### src/rtl/k005297_pgcmp_pkg.sv
// rtl/k005297_pgcmp_pkg.sv - shared types, constants and parameter checks for the page comparator
package k005297_pgcmp_pkg;

    // Frames seen since the last page load; the comparison is trusted once FULL.
    typedef enum logic [1:0] {
        VCNT_IDLE = 2'd0,
        VCNT_ONE  = 2'd1,
        VCNT_FULL = 2'd2
    } vcnt_e;

    // Two's-complement addend that turns a serial add into "relative - WRAP_PAGE".
    function automatic int sub_const(input int pg_w, input int wrap_page);
        return (1 << pg_w) - wrap_page;
    endfunction

    // The frame must hold every page bit plus at least one idle slot.
    function automatic bit frame_len_ok(input int pg_w, input int frame_len);
        return frame_len >= pg_w + 1;
    endfunction

    // The timeout threshold must be reachable by the saturating miss counter.
    function automatic bit timeout_ok(input int miss_w, input int timeout_frames);
        return timeout_frames <= (1 << miss_w) - 1;
    endfunction

endpackage

### src/rtl/k005297_serial_addc.sv
// rtl/k005297_serial_addc.sv - bit-serial full adder with enabled carry and slot-0 carry clear
module k005297_serial_addc (
    input  logic clk,
    input  logic rst,
    input  logic en,
    input  logic clr,
    input  logic a,
    input  logic b,
    output logic sum,
    output logic cout
);

    logic carry_q;
    logic carry_d;
    logic cin;

    // Full-adder slice; the carry-in is forced to 0 on the first bit of a word.
    always_comb begin
        cin     = clr ? 1'b0 : carry_q;
        sum     = a ^ b ^ cin;
        cout    = (a & b) | (cin & (a ^ b));
        carry_d = en ? cout : carry_q;
    end

    // Carry register advances only on enabled slot cycles.
    always_ff @(posedge clk or posedge rst) begin
        if (rst) begin
            carry_q <= 1'b0;
        end else begin
            carry_q <= carry_d;
        end
    end

endmodule

### src/rtl/k005297_pgcmp_param.sv
// rtl/k005297_pgcmp_param.sv - serial relative-to-absolute page conversion and comparison
module k005297_pgcmp_param
    import k005297_pgcmp_pkg::*;
#(
    parameter int PG_W           = 12,
    parameter int FRAME_LEN      = 20,
    parameter int WRAP_PAGE      = 1299,
    parameter int ABS_OFFSET     = 754,
    parameter int MISS_W         = 4,
    parameter int TIMEOUT_FRAMES = 12
) (
    input  logic              i_MCLK,
    input  logic              i_RST,
    input  logic              i_CLK2M_PCEN_n,
    input  logic              i_FRAME_SYNC,
    input  logic              i_PG_LOAD,
    input  logic              i_BDI_EN,
    input  logic              i_PGREG_SR_LSB,
    input  logic              i_ABSPGCNTR_LSB,
    input  logic              i_UMODE_n,
    output logic              o_PGCMP_EQ,
    output logic              o_PGCMP_GTE,
    output logic              o_VALID,
    output logic              o_TIMEOUT,
    output logic              o_FRAME_ERR,
    output logic [MISS_W-1:0] o_MISS_CNT
);

    localparam int SLOT_W = (FRAME_LEN > 2) ? $clog2(FRAME_LEN) : 1;
    localparam logic [SLOT_W-1:0] LAST_SLOT  = SLOT_W'(FRAME_LEN - 1);
    localparam logic [SLOT_W-1:0] LATCH_SLOT = SLOT_W'(PG_W - 1);
    localparam logic [PG_W-1:0]   SUB_K      = PG_W'(sub_const(PG_W, WRAP_PAGE));
    localparam logic [PG_W-1:0]   ADD_K      = PG_W'(ABS_OFFSET);
    localparam logic [MISS_W-1:0] MISS_MAX   = '1;
    localparam logic [MISS_W-1:0] MISS_LIM   = MISS_W'(TIMEOUT_FRAMES);

    if (!frame_len_ok(PG_W, FRAME_LEN)) begin : g_bad_frame_len
        $error("FRAME_LEN must be at least PG_W+1");
    end
    if (!timeout_ok(MISS_W, TIMEOUT_FRAMES)) begin : g_bad_timeout
        $error("TIMEOUT_FRAMES exceeds the miss counter range");
    end

    // Slot timing
    logic              en;
    logic [SLOT_W-1:0] cur_slot;
    logic              slot0;
    logic              at_latch;
    logic [PG_W-1:0]   sub_k_vec;
    logic [PG_W-1:0]   add_k_vec;

    // Serial datapath
    logic sub_sum;
    logic sub_cout;
    logic add_sum;
    logic add_cout_unused;
    logic target_bit;
    logic cntr_bit;
    logic diff_now;
    logic gt_now;

    // State
    logic [SLOT_W-1:0] slot_q,    slot_d;
    logic              gte_flag_q, gte_flag_d;
    logic              diff_q,    diff_d;
    logic              gt_q,      gt_d;
    logic              eq_q,      eq_d;
    logic              gte_out_q, gte_out_d;
    vcnt_e             vcnt_q,    vcnt_d;
    logic              valid_q,   valid_d;
    logic [MISS_W-1:0] miss_q,    miss_d;
    logic              timeout_q, timeout_d;
    logic              ferr_q,    ferr_d;

    // Slot decode: a frame sync forces the current cycle to slot 0.
    always_comb begin
        en        = ~i_CLK2M_PCEN_n;
        cur_slot  = i_FRAME_SYNC ? '0 : slot_q;
        slot0     = (cur_slot == '0);
        at_latch  = (cur_slot == LATCH_SLOT);
        sub_k_vec = SUB_K >> cur_slot;
        add_k_vec = ADD_K >> cur_slot;
    end

    // Relative page minus WRAP_PAGE; its final carry says the page is at or past the wrap.
    k005297_serial_addc u_sub (
        .clk  (i_MCLK),
        .rst  (i_RST),
        .en   (en),
        .clr  (slot0),
        .a    (i_PGREG_SR_LSB),
        .b    (sub_k_vec[0]),
        .sum  (sub_sum),
        .cout (sub_cout)
    );

    // Relative page plus ABS_OFFSET; this path wraps modulo 2^PG_W so its carry is dropped.
    k005297_serial_addc u_add (
        .clk  (i_MCLK),
        .rst  (i_RST),
        .en   (en),
        .clr  (slot0),
        .a    (i_PGREG_SR_LSB),
        .b    (add_k_vec[0]),
        .sum  (add_sum),
        .cout (add_cout_unused)
    );

    // Target selection and LSB-first equality / magnitude accumulation.
    always_comb begin
        cntr_bit   = i_ABSPGCNTR_LSB;
        target_bit = i_BDI_EN ? (gte_flag_q ? sub_sum : add_sum) : i_PGREG_SR_LSB;
        diff_now   = (slot0 ? 1'b0 : diff_q) | (target_bit ^ cntr_bit);
        gt_now     = (cntr_bit & ~target_bit)
                   | (~(cntr_bit ^ target_bit) & (slot0 ? 1'b0 : gt_q));
    end

    // Next-state: slot counter, accumulators, result latch, valid pipeline, misses, framing.
    always_comb begin
        slot_d     = slot_q;
        gte_flag_d = gte_flag_q;
        diff_d     = diff_q;
        gt_d       = gt_q;
        eq_d       = eq_q;
        gte_out_d  = gte_out_q;
        vcnt_d     = vcnt_q;
        miss_d     = miss_q;
        ferr_d     = ferr_q;

        if (en) begin
            slot_d = (cur_slot == LAST_SLOT) ? '0 : cur_slot + SLOT_W'(1);
            diff_d = diff_now;
            gt_d   = gt_now;

            if (i_FRAME_SYNC && (slot_q != '0)) begin
                ferr_d = 1'b1;
            end

            if (at_latch) begin
                // The flag captured here steers the conversion of the next frame.
                gte_flag_d = sub_cout;
                eq_d       = ~diff_now & ~i_UMODE_n & valid_q;
                gte_out_d  = (~diff_now | gt_now) & valid_q;

                case (vcnt_q)
                    VCNT_IDLE: vcnt_d = VCNT_ONE;
                    default:   vcnt_d = VCNT_FULL;
                endcase

                if (valid_q && !i_UMODE_n) begin
                    if (!diff_now) begin
                        miss_d = '0;
                    end else if (miss_q != MISS_MAX) begin
                        miss_d = miss_q + MISS_W'(1);
                    end
                end
            end

            // A page reload overrides anything latched in the same cycle.
            if (i_PG_LOAD) begin
                vcnt_d = VCNT_IDLE;
                miss_d = '0;
                ferr_d = 1'b0;
            end
        end

        valid_d   = (vcnt_d == VCNT_FULL);
        timeout_d = (miss_d >= MISS_LIM);
    end

    // State registers with asynchronous clear.
    always_ff @(posedge i_MCLK or posedge i_RST) begin
        if (i_RST) begin
            slot_q     <= '0;
            gte_flag_q <= 1'b0;
            diff_q     <= 1'b0;
            gt_q       <= 1'b0;
            eq_q       <= 1'b0;
            gte_out_q  <= 1'b0;
            vcnt_q     <= VCNT_IDLE;
            valid_q    <= 1'b0;
            miss_q     <= '0;
            timeout_q  <= 1'b0;
            ferr_q     <= 1'b0;
        end else begin
            slot_q     <= slot_d;
            gte_flag_q <= gte_flag_d;
            diff_q     <= diff_d;
            gt_q       <= gt_d;
            eq_q       <= eq_d;
            gte_out_q  <= gte_out_d;
            vcnt_q     <= vcnt_d;
            valid_q    <= valid_d;
            miss_q     <= miss_d;
            timeout_q  <= timeout_d;
            ferr_q     <= ferr_d;
        end
    end

    assign o_PGCMP_EQ  = eq_q;
    assign o_PGCMP_GTE = gte_out_q;
    assign o_VALID     = valid_q;
    assign o_TIMEOUT   = timeout_q;
    assign o_FRAME_ERR = ferr_q;
    assign o_MISS_CNT  = miss_q;

endmodule

### config.mk
export PLATFORM = sky130hd
export DESIGN_NAME = k005297_pgcmp_param
export DESIGN_NICKNAME = d
export VERILOG_FILES = /design/src/rtl/k005297_pgcmp_pkg.sv /design/src/rtl/k005297_serial_addc.sv /design/src/rtl/k005297_pgcmp_param.sv
export SDC_FILE = /design/constraint.sdc
export NUM_CORES = 1
export LEC_CHECK = 0
export BUFFER_PORTS_ARGS = -buffer_cell sky130_fd_sc_hd__buf_4
export CAP_MARGIN = 20
export CORE_MARGIN = 1
export CORE_UTILIZATION = 56
export DETAILED_ROUTE_END_ITERATION = 8
export GPL_TIMING_DRIVEN = 0
export PLACE_DENSITY = 0.9
export SLEW_MARGIN = 20
export SYNTH_ARGS = -nofsm -noshare
export SYNTH_HDL_FRONTEND = slang
export SYNTH_SLANG_ARGS = --single-unit
### constraint.sdc
create_clock -name i_MCLK -period 3.4 [get_ports i_MCLK]
set_input_delay 0.68 -clock i_MCLK [delete_from_list [all_inputs] [get_ports i_MCLK]]
set_output_delay 0.68 -clock i_MCLK [all_outputs]
set_load 0.05 [all_outputs]
==> results.ini <==
[run_status]
status=completed

[synthesis]
seq_area_frac_synth_pct=40.2
syn_area_sq_um=1310
synth_compound_area_share_pct=21.1
avgSynthCellArea_sq_um=8.89
synth_top_family_by_area=simple AND/OR/NAND/NOR gates
yosys.area_share.simple_pct=23.8
synthCells=147
syn_nets=162
synth_warnings=0
ys_types=42
async_reset_ff_share_pct=100
synth_edf_count=0
synth_xor_area_share_pct=0
muxShareOfSynthArea_pct=3.25
ys_ff_latch=21
ys.flop_type=dfrtp_1
synth_fa_ha_area_share_pct=6.89

[floorplanning]
core-area_sq_um=2210
die_h_microns=50.3
ios=18
die_x_microns=50.3
initial_core_util_pct=59.1
dieArea_sq_um=2530
rows=17

[timing]
period_share_pct=93.2
finalHoldViolations=0
timing.final.crit_period_ns=3.17
fin_skew_ns=0.0124
fmax_ghz=0.316
setup_viol=0
slew_violations=0
maxSlewHeadroom_pct=45.5
rsz0062_at_grt=false
tightest_slew_ns=0.816
hold_ws_ns=0.489

[worst_setup_path]
critPathLaunch=slot_q[3]
crit_fanout=10
cpPeakStageDelay_ns=0.45
arrival_ns=3.43
worst-setup-path-type=reg2reg
ff2ff_setup_slack_ns=0.23
cp-start-kind=flip-flop
crit_chain=clkbuf_1 > nor3_1 > o21ai_2 > nand2_1 > fa_1 > mux2i_1 > mux2i_1 > ha_1 > o21a_4 > nor4_4 > buf_4 > a21oi_1 > a21oi_1
rr_startpoint=slot_q[3]
required_ns=3.66
endpoint_kind=flip-flop
worst-path-buf-inv=2
cp_top_family=simple AND/OR/NAND/NOR gates
worst_path_max_delay_cell=dfrtp_1

[place]
place_area_sq_um=1460
hpwl_microns=2030
portBuffers=16
place_congestion=0.894
dp_cells=191

[cts]
insertion_delay_ns=0.32
tritoncts=yes
cts_buffer_depth=2
root_buffer=clkbuf_4
cts_buffers=3
clkTransAtPathRegs_ns=0.13
cts.sinks=21
holdBufCountCts=0
htree_levels=1

[grt]
gr-usage-all-layers_pct=26.8
antenna_found_initial=0
grt.overflow.total=0
grt_max_degree=22
grt_pass1_wl_microns=5100
grt_pass1_vias=1126

[power_and_ir_drop]
power_uw=846
internal-power_uw=502
p_seq_share_pct=39.8
combPwrFrac_pct=45.1
ir_drop_v=0.000485
p_leak_uw=0.000682
p_sw_uw=344
clkPwrFrac_pct=15.1
swShare_pct=40.6
power_density_nw_per_um2=543

[routing]
postRouteAntennaNets=0
via_per_inst=6.09
wl_per_cell_microns=15.1
dr.pass1.iters=4
drc=0
first_iter_violations=50
vias=1217
wirelength_microns=3030

[job]
cap_violations=0

[finish]
drive_gt1_share_pct=24.4
finalInstanceArea_sq_um=1560
area_delta_synth_final_pct=19.1
nNetsFinal=188
fin_util_pct=70.4
fillers=186
final_cells=200
diodes=0

[worst_hold_path]
hp-start=vcnt_q[1]
hold_path_class=reg2reg

[state kept, by name, indices dropped and copies added (netlist names), named ones only]
signal         cells
o_PGCMP_GTE        1
u_sub.carry_q      1
diff_q             1
gt_q               1
o_TIMEOUT          1
o_FRAME_ERR        1
o_PGCMP_EQ         1
u_add.carry_q      1
o_MISS_CNT         2
slot_q             5
vcnt_q             2
gte_flag_q         1
o_VALID            1
[stage by stage]
stage               TNS, ns  setup slack (ns)
global route              0           0.00528
CTS                       0            0.0401
finish                    0             0.233
floorplan                 0            0.0580
global placement      -1.08            -0.311
detailed placement    -1.45            -0.403
[power by group through the flow]
stage                     sequential (uW)  combinational, uW  clock [uW]
after global placement                324                315           0
after CTS                             333                339         129
after floorplan                       328                253           0
after detailed placement              328                332           0
final                                 336                381         128
after global routing                  342                419         137
[layout by cell type (no fill, tap or decap), drive strengths merged, types with 2 or more instances in the layout]
cell    netlist  layout
ha            4       4
nor4b         2       2
fa            2       2
nand2        16      16
mux2i         2       2
mux2          2       2
nor2         14      14
clkbuf        5       6
inv           7       7
a22oi         3       3
nand3         7       7
a21oi        11      11
nor3          2       2
a31oi         3       3
dfrtp        21      21
o21ai        18      18
clkinv        1       2
nand4         3       3
nand2b        4       4
buf           2      25
[what timing repair did]
action | 4_1_cts | 5_1_grt
setup endpoints to repair | 2 | 3
cloned | 0 | 0
buffers inserted | 3 | 3
gates resized for setup | 3 | 10
pin swaps | 2 | 3
endpoints found under the hold margin | 0 | 0
[cells in the mapped netlist (all sizes together), types with 2 or more instances]
library cell | count | area share, %
nand4 | 3 | 2.6
nor2 | 14 | 4.0
a21oi | 11 | 4.2
nand2 | 16 | 4.6
clkbuf | 5 | 1.4
mux2i | 2 | 1.5
mux2 | 2 | 1.7
a31oi | 3 | 1.4
inv | 7 | 2.0
nor3 | 2 | 0.77
buf | 2 | 0.96
nand2b | 4 | 1.9
nand3 | 7 | 2.7
o21ai | 18 | 6.9
dfrtp | 21 | 40
fa | 2 | 3.1
ha | 4 | 3.8
nor4b | 2 | 1.3
a22oi | 3 | 1.7
[logic make-up after synthesis]
family | count (synthesis)
simple gates | 55
compound gates | 46
flops | 21
buf+inv | 15
fa+ha+maj | 6
mux | 4
[final timing paths]
| check | to | cells past startpoint |
|---|---|---|
| max | o_MISS_CNT[2] | 13 |
| min | vcnt_q[0] | 1 |
| max reg2reg | o_MISS_CNT[2] | 13 |
| min reg2reg | vcnt_q[0] | 1 |
| max in group asynchronous | slot_q[2] | 2 |
| min in group asynchronous | o_TIMEOUT | 2 |
[metal layers]
| metal | track usage, % | vias to the layer above | share of wire, % |
|---|---|---|---|
| li1 | - | 580 | - |
| met1 | 35.0 | 589 | 45 |
| met2 | 46.7 | 43 | 49 |
| met3 | 2.73 | 5 | 5.0 |
| met4 | 8.33 | 0 | 1.6 |
| met5 | 0 | - | 0 |
[area by class of cell]
class                           count  area [sq um]  share of cell area (%)
Buffer                              6          35.0                    2.25
Clock buffer                        3          22.5                    1.45
Clock inverter                      1          5.00                   0.321
Inverter                            8          30.0                    1.93
Multi-Input combinational cell    111           738                    47.4
Sequential cell                    21           527                    33.8
Tap cell                           28          35.0                    2.25
Timing Repair Buffer               22           165                    10.6
No activity file was read; power rests on OpenSTA's default activity.
